[src/rtl/mem_access_pkg.sv]
// Shared constants and state encoding for the memory-access stage.
// Widths match the surrounding pipeline's parameter set.
package mem_access_pkg;

   localparam int ADDR  = 32;
   localparam int W_OPR = 32;
   localparam int W_RD  = 5;

   typedef enum logic {
      IDLE = 1'b0,
      WAIT = 1'b1
   } ma_state_t;

endpackage

[src/rtl/mem_access.sv]
// Memory-access stage: passes ALU ops through, issues ld/st over req/ack.
// Latency: 1 cycle for non-memory ops, >=2 cycles (accept to v_o) for memory ops.
// Backpressure: stall_o while a request is outstanding or the output register is held by stall_i.
module mem_access
   import mem_access_pkg::*;
(
   input  logic             clk,
   input  logic             reset,
   input  logic             v_i,
   output logic             stall_o,
   input  logic [ADDR-1:0]  pc_i,
   input  logic [W_OPR-1:0] result_i,
   input  logic             mem_read_i,
   input  logic             mem_write_i,
   input  logic [W_OPR-1:0] mem_data_i,
   input  logic [W_RD-1:0]  wb_r_i,
   input  logic             wb_i,
   output logic             dmem_req_o,
   output logic             dmem_we_o,
   output logic [W_OPR-1:0] dmem_addr_o,
   output logic [W_OPR-1:0] dmem_wdata_o,
   input  logic             dmem_ack_i,
   input  logic [W_OPR-1:0] dmem_rdata_i,
   input  logic             stall_i,
   output logic             v_o,
   output logic [ADDR-1:0]  pc_o,
   output logic [W_OPR-1:0] result_o,
   output logic [W_RD-1:0]  wb_r_o,
   output logic             wb_o
);

   ma_state_t        state_q;
   ma_state_t        state_d;
   logic [ADDR-1:0]  req_pc;
   logic [W_RD-1:0]  req_wb_r;
   logic             req_wb;
   logic             busy;
   logic             accept;
   logic             is_mem;
   logic             ack_fire;

   assign busy     = v_o && stall_i;
   assign is_mem   = mem_read_i || mem_write_i;
   assign accept   = v_i && !stall_o;
   assign ack_fire = dmem_req_o && dmem_ack_i;

   always_ff @(posedge clk) begin
      if (reset) begin
         state_q <= IDLE;
      end else begin
         state_q <= state_d;
      end
   end

   // The request is withheld while the output register is held, so an ack
   // can never land with nowhere to put the result.
   always_comb begin
      state_d    = state_q;
      stall_o    = busy;
      dmem_req_o = 1'b0;
      case (state_q)
         IDLE: begin
            if (accept && is_mem) begin
               state_d = WAIT;
            end
         end
         WAIT: begin
            stall_o    = 1'b1;
            dmem_req_o = !busy;
            if (dmem_req_o && dmem_ack_i) begin
               state_d = IDLE;
            end
         end
         default: state_d = IDLE;
      endcase
   end

   always_ff @(posedge clk) begin
      if (reset) begin
         dmem_we_o    <= 1'b0;
         dmem_addr_o  <= '0;
         dmem_wdata_o <= '0;
         req_pc       <= '0;
         req_wb_r     <= '0;
         req_wb       <= 1'b0;
      end else if (accept && is_mem) begin
         // Both read and write set is illegal; mem_write_i wins so it acts as a store.
         dmem_we_o    <= mem_write_i;
         dmem_addr_o  <= result_i;
         dmem_wdata_o <= mem_data_i;
         req_pc       <= pc_i;
         req_wb_r     <= wb_r_i;
         req_wb       <= wb_i;
      end
   end

   always_ff @(posedge clk) begin
      if (reset) begin
         v_o      <= 1'b0;
         pc_o     <= '0;
         result_o <= '0;
         wb_r_o   <= '0;
         wb_o     <= 1'b0;
      end else if (!busy) begin
         if (accept && !is_mem) begin
            v_o      <= 1'b1;
            pc_o     <= pc_i;
            result_o <= result_i;
            wb_r_o   <= wb_r_i;
            wb_o     <= wb_i;
         end else if (ack_fire) begin
            v_o      <= 1'b1;
            pc_o     <= req_pc;
            result_o <= dmem_we_o ? dmem_addr_o : dmem_rdata_i;
            wb_r_o   <= req_wb_r;
            wb_o     <= dmem_we_o ? 1'b0 : req_wb;
         end else begin
            v_o <= 1'b0;
         end
      end
   end

endmodule
[config.mk]
export PLATFORM = sky130hd
export DESIGN_NAME = mem_access
export DESIGN_NICKNAME = d
export VERILOG_FILES = /design/src/rtl/mem_access_pkg.sv /design/src/rtl/mem_access.sv
export SDC_FILE = /design/constraint.sdc
export NUM_CORES = 1
export LEC_CHECK = 0
export BUFFER_PORTS_ARGS = -buffer_cell sky130_fd_sc_hd__buf_2
export CORE_MARGIN = 5
export CORE_UTILIZATION = 33
export DETAILED_ROUTE_END_ITERATION = 7
export PLACE_DENSITY = 0.63
export SLEW_MARGIN = 20
export SYNTH_ARGS = -nofsm -noshare
export SYNTH_HDL_FRONTEND = slang
export SYNTH_SLANG_ARGS = --single-unit
export TNS_END_PERCENT = 5
[constraint.sdc]
create_clock -name clk -period 3.5 [get_ports clk]
set_clock_uncertainty 0.15 [all_clocks]
set_input_delay 0.525 -clock clk [delete_from_list [all_inputs] [get_ports clk]]
set_output_delay 0.525 -clock clk [all_outputs]
set_load 0.01 [all_outputs]
======== After elaboration in Yosys (flattened, before gate mapping) ========
Cells that the tools add are included.
storage, ports and cells
  output and inout port bits .............. 138
  bits of input ports ..................... 141
  register bits after elaboration ......... 175
cells by class
  mux-type cells .......................... 17
  bitwise logic cells ..................... 2
  reduce and logical (&&, ||, !) cells .... 12
operators with widths
  operator           number
  $mux 32            5
  $mux 5             2
  $mux 1             9
  $logic_and 1x1->1  6
  $logic_not 1->1    3
  $not 1->1          2
  $pmux 1 s2         1
  $reduce_and 2->1   1
  $reduce_bool 2->1  1
  $logic_or 1x1->1   1

======== Longest topological paths before layout ========
  word-level depth ........................ 7
  mapped depth ............................ 7

======== Worst setup path after synthesis ========
No wires, ideal clock.
  path type ............................... input-to-reg
  start point ............................. input port mem_write_i
  end point ............................... register result_o[21]
  setup slack ............................. 1.742 ns
  arrival ................................. 1.472 ns
  required time ........................... 3.214 ns
  buffers on the path ..................... 2
  cell stages on the path ................. 5
  path through ............................ or2_2 > buf_2 > o31ai_4 > buf_2 > o32ai_1
between the ends
  longest elaborated chain between the ends .. 5
RTL lines
  what                         line               text
  start: declaration           mem_access.sv:14   input logic mem_write_i,
  $logic_or 1x1->1 *           mem_access.sv:43   assign is_mem = mem_read_i || mem_write_i;
  $logic_not 1->1 *            mem_access.sv:105  if (accept && !is_mem) begin
  $logic_and 1x1->1 *          mem_access.sv:105
  $reduce_bool 2->1 (no line)  -
  $reduce_and 2->1 (no line)   -
  end signal: assignment       mem_access.sv:108  result_o <= result_i;
  end signal: assignment       mem_access.sv:114  result_o <= dmem_we_o ? dmem_addr_o : dmem_rdata_i;
  end: declaration             mem_access.sv:27   output logic [W_OPR-1:0] result_o,
Every way passes the cells marked *; elsewhere a longest branch is shown, timed or not.
A chain may end at the register's enable or synchronous reset.

======== Worst setup path after layout ========
  start point ............................. register state_q
  end point ............................... output port dmem_req_o
between the ends
  longest elaborated chain between the ends .. 1
RTL lines
  what                      line              text
  start: declaration        mem_access.sv:32  ma_state_t state_q;
  start signal: assignment  mem_access.sv:51  state_q <= state_d;
  $mux 1                    mem_access.sv:61  case (state_q)
  end: declaration          mem_access.sv:18  output logic dmem_req_o,
Every way passes these cells.

==> flow_metrics.tcl <==
set metrics [dict create \
    status "complete, no violations" \
    fp-row-count 57 \
    grt_max_degree 103 \
    total_power_w 0.00529 \
    final_nets 1273 \
    drcViolationCount 0 \
    synthSimpleGateAreaFrac_pct 14.5 \
    grt_use_total_pct 21.5 \
    area_delta_synth_final_pct 26.5 \
    seq_area_frac_synth_pct 43.1 \
    crit_arrival_ns 1.68 \
    cts_setup_buffers 0 \
    yosysWarnings 0 \
    wire_per_inst_um 21.3 \
    gp_congestion 0.807 \
    power-per-cell-area_nw_per_um2 514 \
    tritoncts "built" \
    max_freq_mhz 425 \
    netlist_area_um2 8130 \
    yosysMostFrequentCell "dfxtp_1" \
    synth_common_cells "dfxtp_1, a21oi_1, o31ai_1" \
    max-vdd-ir-drop_uv 292 \
    worst_setup_path_end_kind "primary output" \
    cts_buffer_depth 2 \
    maxCapViolCount 0 \
    synthArstFlopShare_pct 0 \
    final_antenna_net_count 0 \
    pin_count 279 \
    clk_pin_slew_ns 0.07 \
    via_per_inst 6.06 \
    die_area_um2 27900 \
    relSlewSlack_pct 22.7 \
    synth_area_leaders "dfxtp_1, o31ai_1, a21oi_1, nand4_1, clkbuf_1" \
    drtIter0Drc 793 \
    yosysTopAreaCell "dfxtp_1" \
    dr.pass1.iters 5 \
    numPortBuffers 278 \
    routed_wl_um 31400 \
    die_x_um 167 \
    start_util_pct 33.4 \
    post_cts_resized 0 \
    crit_path_start_kind "flip-flop" \
    synth_edf_count 0 \
    ys_ff_latch 175 \
    synth.distinct_cells 26 \
    grt_pass1_vias 8629 \
    clk_latency_ns 0.42 \
    hp-class "in -> reg" \
    synth_top_family_by_area "compound AO/OA/AOI/OAI gates" \
    slew_violations 0 \
    hold_violations 0 \
    setup_viol 0 \
    netlist_instances 958 \
    yosysTopAreaCellShare_pct 43.1 \
    path_class "reg -> out" \
    cp_max_fo 41 \
    synth_adder_area_share_pct 0 \
    synth_compound_area_share_pct 35.1 \
    cp.required_ns 2.82 \
    grt_pass1_wl_um 49800 \
    antenna_found_initial 5 \
    grt_overflow 0 \
    mappedNetlistNets 1099 \
    rsz0062_at_grt "no" \
    dieHeight_um 167 \
    dp_hpwl_um 18300 \
    tightestPinTransition_ns 1.16 \
    power.leakage_nw 4.08 \
    clock_sink_count 175 \
    design.core.area_um2 24300 \
    tns_ns 0 \
    drive_above_1_share_pct 30.0 \
    min_period_over_period_pct 67.2 \
    synth_mux_area_share_pct 0 \
    synthFlopType "dfxtp_1" \
    avgSynthCellArea_um2 8.49 \
    vias 8928 \
    htreeDepth 4 \
    min_period_ns 2.35 \
    hold_buffers 0 \
    cts-root-buf "clkbuf_16" \
    cts_made_buffers 17 \
    synthXorXnorAreaFrac_pct 0 \
]
[power by group]
| group | switching [W] | leakage, nW | internal [W] | total [W] |
|---|---|---|---|---|
| Sequential | 0.0000852 | 1.43 | 0.00212 | 0.00221 |
| Clock | 0.000842 | 0.329 | 0.00134 | 0.00218 |
| Combinational | 0.000595 | 2.32 | 0.000306 | 0.000901 |
[registers in the layout, indices dropped and copies added (netlist names), 5 cells and up]
name          flops
dmem_addr_o      32
dmem_wdata_o     32
pc_o             32
req_pc           32
result_o         32
req_wb_r          5
wb_r_o            5
[kinds of logic after synthesis]
| family | Yosys count |
|---|---|
| buf+inv | 150 |
| flops | 175 |
| compound gates | 424 |
| simple gates | 209 |
[through the flow]
step           std cells  setup slack (ns)  instance area [um2]  hold slack [ns]  util [%]
5_1_grt             1473             0.991                10300            0.179      42.3
4_1_cts             1469              1.12                10300            0.173      42.3
6_report            1473              1.15                10300            0.194      42.3
2_1_floorplan        958              1.74                 8130            0.298         -
3_5_place_dp        1437              1.16                 9610            0.307      39.5
3_3_place_gp        1437              1.23                 9610            0.302      39.5
[per-layer routing]
layer | track usage [%] | wire length (um) | part of all wire (%) | vias to the layer above
li1 | - | - | - | 4145
met1 | 28.8 | 13900 | 44 | 4315
met2 | 34.8 | 14600 | 46 | 424
met3 | 5.10 | 2300 | 7.3 | 42
met4 | 6.05 | 605 | 1.9 | 2
met5 | 0 | 11 | 0.035 | -
[critical path, cell delays in order, from the launching register on]
cell and delay (ns):
dfxtp_2 0.38, inv_2 0.56, a21oi_1 0.08, buf_2 0.21
[worst paths after layout]
| check | startpoint | end | slack, ns | cells past startpoint |
|---|---|---|---|---|
| worst max-delay path | state_q | dmem_req_o | 1.15 | 3 |
| worst min-delay path | mem_data_i[11] | dmem_wdata_o[11] | 0.19 | 3 |
| worst max register to register | dmem_we_o | result_o[19] | 1.30 | 4 |
| worst min register to register | dmem_wdata_o[14] | dmem_wdata_o[14] | 0.32 | 2 |
[layout by cell type (no fill, tap or decap), types with 38 or more instances in the layout]
| master | n |
|---|---|
| o41ai_1 | 38 |
| dfxtp_1 | 173 |
| a21oi_1 | 137 |
| o21ai_0 | 38 |
| o31ai_1 | 103 |
| nand3_1 | 38 |
| nand4_1 | 102 |
| buf_2 | 276 |
| a31oi_1 | 38 |
[layout make-up]
type | instances | area [um2]
multi-input cells | 633 | 4060
inverters | 5 | 23.8
clock buffers | 21 | 470
fillers | 2469 | 14000
clock inverters | 11 | 199
flip-flops and latches | 175 | 3510
diodes | 4 | 10.0
repair buffers | 300 | 1610
well taps | 324 | 405
(Power assumes the default switching activity.)
